<file path="src/rtl/mmu_result_serializer.sv">
// mmu_result_serializer
//   Buffers 128-bit MMU result rows in a small row FIFO and serializes each
//   row into LANES AXI-Stream beats (lane 0 first). m_axis_last marks the
//   final beat of every ROWS_PER_FRAME-row result frame. Rows arriving while
//   the FIFO is full are dropped and latch the sticky o_overflow flag.
//
//   Optional feature macro: SERIALIZER_DONE_INTR_EN
//     When defined, adds o_intr: a one-cycle pulse on the cycle after the
//     beat carrying m_axis_last transfers (frame-done interrupt).
//
// Ports:
//   axi_clk, axi_rst  clock; synchronous active-high reset
//   in_data/in_valid  MMU result row and its one-cycle qualifier (no stall)
//   in_ready          row FIFO has free space
//   m_axis_*          AXI-Stream master toward the DMA S2MM channel
//   o_overflow        sticky: a row was dropped because the FIFO was full
//   o_intr            frame-done pulse (only with SERIALIZER_DONE_INTR_EN)
module mmu_result_serializer #(
  parameter int unsigned DATA_W         = 32,
  parameter int unsigned LANES          = 4,
  parameter int unsigned ROWS_PER_FRAME = 4,
  parameter int unsigned FIFO_DEPTH     = 4
) (
  input  logic                      axi_clk,
  input  logic                      axi_rst,
  input  logic [DATA_W*LANES-1:0]   in_data,
  input  logic                      in_valid,
  output logic                      in_ready,
  output logic [DATA_W-1:0]         m_axis_data,
  output logic                      m_axis_valid,
  input  logic                      m_axis_ready,
  output logic                      m_axis_last,
  output logic                      o_overflow
`ifdef SERIALIZER_DONE_INTR_EN
  ,
  output logic                      o_intr
`endif
);

  localparam int unsigned PTR_W  = (FIFO_DEPTH > 1) ? $clog2(FIFO_DEPTH) : 1;
  localparam int unsigned CNT_W  = PTR_W + 1;
  localparam int unsigned LANE_W = (LANES > 1) ? $clog2(LANES) : 1;
  localparam int unsigned ROW_W  = (ROWS_PER_FRAME > 1) ? $clog2(ROWS_PER_FRAME) : 1;

  typedef logic [DATA_W*LANES-1:0] row_t;

  row_t              mem_q [FIFO_DEPTH];
  row_t              mem_d [FIFO_DEPTH];
  logic [PTR_W-1:0]  wr_ptr_q, wr_ptr_d;
  logic [PTR_W-1:0]  rd_ptr_q, rd_ptr_d;
  logic [CNT_W-1:0]  count_q, count_d;
  logic [LANE_W-1:0] lane_q, lane_d;
  logic [ROW_W-1:0]  row_q, row_d;
  logic              overflow_q, overflow_d;
`ifdef SERIALIZER_DONE_INTR_EN
  logic              intr_q, intr_d;
`endif

  logic full, wr_en, beat, pop, lane_end, row_end;
  row_t head;

  always_comb begin
    // Full is judged on the registered count only, so a pop in the same
    // cycle never makes room for that cycle's incoming row.
    full         = (count_q == CNT_W'(FIFO_DEPTH));
    in_ready     = !full;
    wr_en        = in_valid && !full;
    m_axis_valid = (count_q != '0);
    beat         = m_axis_valid && m_axis_ready;
    lane_end     = (lane_q == LANE_W'(LANES - 1));
    row_end      = (row_q == ROW_W'(ROWS_PER_FRAME - 1));
    pop          = beat && lane_end;
    m_axis_last  = m_axis_valid && lane_end && row_end;
    o_overflow   = overflow_q;

    head        = mem_q[rd_ptr_q];
    m_axis_data = '0;
    if (m_axis_valid) begin
      for (int unsigned k = 0; k < LANES; k++) begin
        if (lane_q == LANE_W'(k)) m_axis_data = head[k*DATA_W +: DATA_W];
      end
    end

    mem_d = mem_q;
    if (wr_en) mem_d[wr_ptr_q] = in_data;

    wr_ptr_d = wr_en ? wr_ptr_q + PTR_W'(1) : wr_ptr_q;
    rd_ptr_d = pop   ? rd_ptr_q + PTR_W'(1) : rd_ptr_q;

    count_d = count_q;
    case ({wr_en, pop})
      2'b10:   count_d = count_q + CNT_W'(1);
      2'b01:   count_d = count_q - CNT_W'(1);
      default: count_d = count_q;
    endcase

    lane_d = lane_q;
    if (beat) lane_d = lane_end ? '0 : lane_q + LANE_W'(1);

    row_d = row_q;
    if (pop) row_d = row_end ? '0 : row_q + ROW_W'(1);

    overflow_d = overflow_q || (in_valid && full);

`ifdef SERIALIZER_DONE_INTR_EN
    intr_d = beat && m_axis_last;
    o_intr = intr_q;
`endif
  end

  always_ff @(posedge axi_clk) begin
    if (axi_rst) begin
      mem_q      <= '{default: '0};
      wr_ptr_q   <= '0;
      rd_ptr_q   <= '0;
      count_q    <= '0;
      lane_q     <= '0;
      row_q      <= '0;
      overflow_q <= 1'b0;
`ifdef SERIALIZER_DONE_INTR_EN
      intr_q     <= 1'b0;
`endif
    end else begin
      mem_q      <= mem_d;
      wr_ptr_q   <= wr_ptr_d;
      rd_ptr_q   <= rd_ptr_d;
      count_q    <= count_d;
      lane_q     <= lane_d;
      row_q      <= row_d;
      overflow_q <= overflow_d;
`ifdef SERIALIZER_DONE_INTR_EN
      intr_q     <= intr_d;
`endif
    end
  end

endmodule

</file>
<file path="config.mk">
export PLATFORM = sky130hd
export DESIGN_NAME = mmu_result_serializer
export DESIGN_NICKNAME = d
export VERILOG_FILES = /design/src/rtl/mmu_result_serializer.sv
export SDC_FILE = /design/constraint.sdc
export NUM_CORES = 1
export LEC_CHECK = 0
export CAP_MARGIN = 10
export CORE_AREA = 2 2 287 289
export DETAILED_ROUTE_END_ITERATION = 10
export DIE_AREA = 0 0 289 291
export GPL_TIMING_DRIVEN = 0
export SYNTH_ARGS = -nofsm -noshare
export SYNTH_HDL_FRONTEND = slang
export SYNTH_SLANG_ARGS = --single-unit
</file>
<file path="constraint.sdc">
create_clock -name axi_clk -period 3.3 [get_ports axi_clk]
set_input_delay 0.495 -clock axi_clk [delete_from_list [all_inputs] [get_ports axi_clk]]
set_output_delay 0.495 -clock axi_clk [all_outputs]
set_load 0.02 [all_outputs]
</file>
==> metrics list, run 1 <==
* Run status: complete, but fails checks
* Failing checks: negative setup slack
- Setup repair after global routing could not meet its margin everywhere.
- Layout cell share with drive strength beyond 1: 18.22%
- Area of the core region: 0.08119 mm2
* WL per Instance: 21.36 um
* Global-route total usage across every layer: 20.73%
* Sequential cell area fraction in the yosys report: 43.55%
* Proportion of power drawn by combinational gates: 14.1%
- Placed Cells incl. Taps: 4,090
* Fmax: 299.6 MHz
- Post-synthesis instance total: 2,853
- Cell chosen for the clock root: clkbuf_16
- VDD sags by at most 0.4556 mV.
* Share of total power in the clock network: 43.8%
- Critical path peak fanout: 10
- Routed via count divided by cell count: 5.083
* Fillers: 8,397
- Worst Hold Launch: mem_q[165]
- The synthesized netlist contains 38 unique library cells.
* Cell accounting for the most synthesized area: dfxtp_1
- Compared with the post-synthesis result, the final layout area differs by 26.21%.
- Clock buffers created by TritonCTS: 57
- # hold bufs at CTS: 0
- Final hold violations: 0
- Averaged over all synthesized cells, the footprint is 8.443 um2.
- Y dimension of the die: 291 um
- Of the available clock period, the critical path in the final layout requires 101.1%.
- Sequential cell area in the final layout: 0.01049 mm2
* Synth Warn #: 0
* Worst Slack Setup Final: -0.03750 ns
- The clock reaches the later pin of the worst-skew pair after 0.63 ns.
- Worst EP arrival: 2.84 ns
- Final count of negative-setup-slack endpoints: 2
- Counting flops and latches in the post-synthesis netlist gives 524.
* Final core area utilization: 37.44%
* Diode insertion count for antenna repair: 0
* Power Density: 524.2 mW/mm2
* Synth Cell Area: 0.02409 mm2
- Number of DRC markers in iteration 0: 2,004
* PortBufs: 166
- The H-tree was split into 2 levels.
* Initial standard-cell utilization of the core: 29.67%
* Drt pass-1 iters: 5
* Total wire length: 89,550 um
- Count of cells along the worst hold path: 2
- Fin crit period: 3.337 ns
* Wire length of the first global-routing pass: 130,800 um
* Measured slew at the worst slew-check pin: 1.345 ns
* Kind of end point of the critical path: output port
- Kind of critical path: register to output port
- TritonCTS clock tree: built
- Kind of launch point of the worst setup path: register
- Total nets after synthesis: 2,996
* Fraction of post-synthesis cell area in the top cell type by area: 43.55%
- Measured along the x axis, the die boundary spans 289 um.
- Clock sink count: 524
- In the routed design, unresolved DRC markers number 0.
* Internal cell power: 11,660 uW
- Detailed placement ended at an HPWL of 65,030 um.
* Leak pwr: 0.009382 uW
- DRT antenna net count: 0
* Largest net degree at the start of global routing: 15
* Worst hold path class: register to register
- At the worst endpoint, the required time is 2.80 ns.
- Net switching power figure: 4274 uW
- Routed via count: 21,310
- Ranked by total cell area, the synthesized netlist is headed by dfxtp_1 (44%), nand2_1 (16%), mux2i_1 (11%).
* PnR Total Power: 15,940 uW
* Number of antenna violations at the first check in global routing: 5
- The congestion estimate from routability-driven global placement came to 0.9349.
- Site Rows: 105
* Worst rel slew slack: 10.35%
- Post-route clock skew: 0.02555 ns
- Pin placement for this block handled 168 I/O pins.
- Fin nets: 3,222
- Tracing the worst setup path back leads to its startpoint at lane_q[0].
* Multi-input logic area: 0.01255 mm2
- The number of pins with negative max-slew slack in the final report came to 0.
* Aggregate global routing overflow: 0
- The worst register-to-register path begins at count_q[2].
- The setup check on the worst reg-to-reg path leaves a slack of 0.57 ns.
- Reg-to-reg endpoint: count_q[2]
- Registers are responsible for 42.1% of the overall power.
- The most critical setup path has its endpoint at m_axis_data[5].
- Worst reg2reg path depth: 10
- Vias in the first global route: 20,050
* Total die area: 0.08410 mm2
* Clock slew at reported path FFs: 0.06 ns
- Net switching is 26.82% of the power.
- For this run, the number of standard cells in the final layout without fillers is 4,193.
* Deepest clock path buffer count: 3
- Maximum capacitance violations: 0
## layout by cell type (no fill, tap or decap), types with 3 or more instances in the layout
cell	count
nand2_1	1032
dfxtp_1	523
a21oi_1	394
mux2i_1	253
clkdlybuf4s50_1	134
a21oi_2	127
clkbuf_1	77
clkbuf_16	58
o22ai_2	43
buf_4	42
buf_8	41
nor2_1	40
buf_12	37
buf_6	33
buf_2	30
o22ai_1	30
a221o_1	30
a21oi_4	29
o22ai_4	23
clkbuf_8	21
o21bai_2	18
o21bai_4	12
inv_1	9
clkbuf_2	8
ha_1	8
bufinv_16	8
clkbuf_4	7
clkinv_2	6
mux2i_2	4
nand3_4	4
xor2_1	4
nand3_1	3
and3_4	3
## metal layers
layer,global-route usage (%),share of wire [%],up-vias
met4,6.110,2.9,10
met2,31.24,43,854
met3,4.538,8.9,133
met5,0,0.051,-
li1,-,-,10060
met1,29.41,45,10260
## logic make-up (layout without fill, tap and decap cells)
kind of cell	count (synthesis)	in the layout	share of synthesized area [%]
xor+xnor	5	5	0.1818
fa+ha+maj	11	11	0.6026
flops	524	524	43.55
mux	257	257	10.68
buf+inv	248	518	9.132
compound gates	712	712	18.24
simple gates	1096	1096	17.61
## repair_timing
item | in CTS | in global routing
pin swaps | 37 | 22
gates resized for setup | 345 | 94
setup endpoints to repair | 32 | 32
setup buffers | 2 | 0
## registers in the layout, summed over array words and instances, names as in the netlist
| name | cells |
|---|---|
| row_q | 2 |
| o_overflow | 1 |
| count_q | 3 |
| rd_ptr_q | 2 |
| mem_q | 512 |
| lane_q | 2 |
| wr_ptr_q | 2 |
## through the flow
step / TNS, ns / hold WS, ns / area, um2 / setup slack (ns)
6_report: -0.05648 / 0.4513 / 30400 / -0.03750
4_1_cts: -0.05882 / 0.4536 / 29970 / -0.04602
2_1_floorplan: 0 / 0.4357 / 24090 / 0.9398
3_3_place_gp: -7.676 / 0.4405 / 27090 / -0.3889
5_1_grt: -0.3380 / 0.4671 / 30400 / -0.07841
3_5_place_dp: -7.425 / 0.4456 / 27100 / -0.3770
## cell usage after synthesis (all sizes together)
| master | instances |
|---|---|
| ha | 10 |
| o22ai | 96 |
| fa | 1 |
| inv | 9 |
| nand4 | 1 |
| nor2 | 40 |
| and2 | 1 |
| nand2b | 2 |
| dfxtp | 524 |
| o21bai | 32 |
| a21oi | 550 |
| mux2i | 257 |
| buf | 148 |
| or3 | 3 |
| nand2 | 1032 |
| xnor2 | 1 |
| o21ai | 1 |
| xor2 | 4 |
| a221o | 32 |
| nand3 | 7 |
| or3b | 2 |
| nand3b | 1 |
| clkbuf | 91 |
| nor2b | 1 |
| a41oi | 1 |
| nor3 | 1 |
| and3 | 5 |
## power by group through the flow
stage | Combinational (uW) | Sequential, uW | Clock [uW]
2_1_floorplan | 1160 | 6810 | 0
3_3_place_gp | 1970 | 6840 | 0
3_5_place_dp | 1980 | 6850 | 0
4_1_cts | 2130 | 6710 | 7020
5_1_grt | 2370 | 6740 | 7270
6_report | 2250 | 6710 | 6980
## worst max-delay path: stages, from the launching register on
cell      delay [ns]
dfxtp_1         0.41
ha_2            0.26
nand2_1         0.17
clkbuf_2        0.33
o22ai_2         0.32
o21bai_1        0.16
a21oi_2         0.33
buf_4           0.21
## layout make-up
type / instances / area share (%)
Inverter: 9 / 0.1111
Clock buffer: 85 / 5.667
Sequential cell: 524 / 34.51
Buffer: 237 / 7.643
Timing Repair Buffer: 169 / 5.359
Clock inverter: 18 / 1.021
Tap cell: 1070 / 4.404
Multi-Input combinational cell: 2081 / 41.28
## worst min-delay path by stage
stage / end / slack (ns)
2_1_floorplan: mem_q[128] / 0.44
3_3_place_gp: mem_q[168] / 0.44
3_5_place_dp: mem_q[165] / 0.45
4_1_cts: mem_q[165] / 0.45
5_1_grt: mem_q[224] / 0.47
6_report: mem_q[165] / 0.45
(Power assumes the default switching activity.)
==> run 2: changes to the inputs <==
--- a/config.mk
+++ b/config.mk
@@ -6,10 +6,11 @@
 export NUM_CORES = 1
 export LEC_CHECK = 0
 export CAP_MARGIN = 10
-export CORE_AREA = 2 2 287 289
+export CORE_AREA = 2 2 223 225
 export DETAILED_ROUTE_END_ITERATION = 10
-export DIE_AREA = 0 0 289 291
+export DIE_AREA = 0 0 225 227
 export GPL_TIMING_DRIVEN = 0
+export PLACE_DENSITY = 0.69
 export SYNTH_ARGS = -nofsm -noshare
 export SYNTH_HDL_FRONTEND = slang
 export SYNTH_SLANG_ARGS = --single-unit
==> run 2 against run 1 <==
Net effect: die area down 39%; critical path depth up 1; combinational power down 5%; via count up 1.5%; maximum frequency down 0.82%; global-route usage up 11 points; hold slack better by 0.0011 ns; utilization up 23 points; the flow still finishes with violations (negative setup slack); first-iteration DRC count up 4.3%; clock power down 10%.
==> metrics list, run 2 (synthesis gave the netlist of run 1 again) <==
- Run status: complete, but fails checks
* Failing checks: negative setup slack
* Worst rel slew slack: 11.10%
- The worst hold path passes through 2 cells.
- Worst hold path class: register to register
* Measured slew at the worst slew-check pin: 1.334 ns
- Reg-to-reg endpoint: count_q[2]
- Layout cell share with drive strength beyond 1: 17.20%
* H-tree lvl count: 2
- Registers with the highest flip-flop counts: mem_q (512), count_q (3)
- Delay-heaviest family, CP: buffers and inverters
- The initial utilization of the core area, before any placement, comes to 49.62%.
* Most common cell after layout, fill and taps aside: nand2_1
- Largest net degree at the start of global routing: 15
* Drt drc: 0
- Counting every sink on the clock net gives 524.
- The worst setup path is captured at an output port.
* Drt pass-1 iters: 6
- Flip-flop count of the largest register, all copies and words added: 512
- For the worst setup path, the data required time is 2.80 ns.
* Number of antenna violations at the first check in global routing: 1
* Cells traversed along the worst timing path: buf_2 > buf_2 > buf_6 > mux2i_2 > o22ai_2 > o21bai_2 > a21oi_2 > dlygate4sd2_1
- The startpoint identified for the worst register-to-register timing path is count_q[2].
- The root buffer cell chosen for the clock tree is clkbuf_16.
- Setup repair after global routing could not meet its margin everywhere.
- Measured along the y axis, the die boundary spans 227 um.
- Fmax: 297.2 MHz
- Kind of launch point of the worst setup path: register
* Biggest register: mem_q
- The number of clock buffers added by TritonCTS is 56.
* Post-route clock skew: 0.02119 ns
- After layout, the worst path uses 102.0% of the clock period.
- In this run the register-to-register setup slack is 0.70 ns.
* Total wire length: 83,150 um
- Clock-pin slew was measured on the worst setup and hold paths at 0.06 ns.
- Counting along the longest clock path gives a buffer depth of 3.
- Across the run, the number of max-cap violations was 0.
* Maximum vdd drop: 0.3349 mV
* Power Density: 519.2 mW/mm2
* Diode insertion count for antenna repair: 0
* Routed via count divided by cell count: 5.780
- Kind of critical path: register to output port
- Placement Setup Slack: -0.3005 ns
* Site Rows: 81
- Leak pwr: 0.009260 uW
- Worst Hold Launch: mem_q[452]
- For hold timing, the worst endpoint is mem_q[452].
- At the end of routability-driven placement, the weighted congestion stood at 0.9572.
* Most used cell, CP: buf_2
- The via count of the first global-routing pass is 20,760.
- Final hold violations: 0
- Compared with the post-synthesis result, the final layout area differs by 21.00%.
- Worst reg2reg path depth: 10
* Critical path peak fanout: 10
* Routed via count: 21,640
- Final core area utilization: 60.04%
- Setup violations remaining at the end of the flow were counted as 16.
* TritonCTS clock tree: built
* Total die area: 0.05108 mm2
* Crit path max-delay cell type: mux2i_2
- Dividing the detail-routed wire length by the instance count gives 22.21 um.
- The net count of the finished layout is 3,221.
- In this run the horizontal extent of the chip is 225 um.
- In this run the standard cell core region covers 0.04855 mm2.
- For the finished layout, the period the worst path requires is 3.365 ns.
* Aggregate global routing overflow: 0
* Final max-slew violation count: 0
- Wire length of the first global-routing pass: 123,400 um
- Number of DRC markers in iteration 0: 2,090
* DRT antenna net count: 0
- Slowest stage delay, CP: 0.36 ns
- Data arrives at the worst endpoint at 2.87 ns.
- Number of buffer and inverter stages on the critical path: 4
- Leaving out fill and tap cells, the most frequent cells in the layout are nand2_1 (1,032), dfxtp_1 (523), a21oi_1 (394).
* PortBufs: 166
* Global-route total usage across every layer: 32.02%
- Latest clock arrival within the worst-skew pair: 0.64 ns
- The wire-length estimate of the detail-placed layout is 59,500 um.
* Number of primary I/O pins: 168
- On the final layout, the worst hold slack is 0.4524 ns.
* Worst Slack Setup Final: -0.06516 ns
==> run 2: changes by cell type in the layout (fill, tap and decap cells not counted), moves of 8 or more <==
cell,before,now
a21oi_2,127,153
a21oi_4,29,3
buf_2,30,40
buf_4,42,33
bufinv_16,8,0
o21bai_1,2,11
o22ai_1,30,56
o22ai_2,43,19
==> run 2: power breakdown <==
part           switching, uW  internal, uW  total, uW
Clock                   2670          3610       6270
Sequential               137          6580       6720
Combinational           1310           835       2140
Total                   4110         11000      15100
==> run 2: worst min-delay path, stage by stage, from the launching register on <==
cell,delay (ns)
dfxtp_1,0.31
nand2_1,0.05
a21oi_1,0.05
==> run 2: cell type report <==
type,instances,area (um2)
Multi-Input combinational cell,2081,12120
Inverter,9,33.78
Timing Repair Buffer,169,1580
Fill cell,4224,19400
Sequential cell,524,10490
Tap cell,622,778.2
Clock inverter,16,100.1
Clock buffer,86,1735
Buffer,237,2302
==> run 2: worst max path at each step <==
stage | slack (ns) | depth (start not counted) | from | to
4_1_cts | -0.003 | 8 | lane_q[1] | m_axis_data[19]
2_1_floorplan | 0.94 | 9 | count_q[2] | count_q[2]
6_report | -0.07 | 8 | rd_ptr_q[0] | m_axis_data[31]
3_3_place_gp | -0.28 | 9 | lane_q[1] | m_axis_data[20]
5_1_grt | -0.06 | 8 | rd_ptr_q[0] | m_axis_data[31]
3_5_place_dp | -0.30 | 9 | lane_q[1] | m_axis_data[20]
==> run 2: timing repair <==
action | CTS | global route
gates resized for setup | 299 | 48
endpoints found under the setup margin | 32 | 33
endpoints found under the hold margin | 0 | 0
pin swaps | 32 | 11
hold buffers | 0 | 0
buffers inserted | 2 | 1
==> run 2: stage by stage <==
stage	setup TNS, ns	instances	power (uW)	instance area, um2
2_1_floorplan	0	2853	7971	24090
3_5_place_dp	-4.624	3641	8794	26530
4_1_cts	-0.003401	3744	15070	28950
5_1_grt	-0.3625	3744	15530	29140
3_3_place_gp	-4.360	3641	8750	26530
6_report	-0.3652	3744	15130	29140
==> run 2: metal layers <==
metal / global-route usage [%] / vias up / routed length, um
li1: - / 10040 / -
met1: 41.69 / 10390 / 34100
met2: 51.52 / 1002 / 38040
met3: 4.904 / 208 / 6651
met4: 16.96 / 0 / 4355
met5: 0 / - / 0
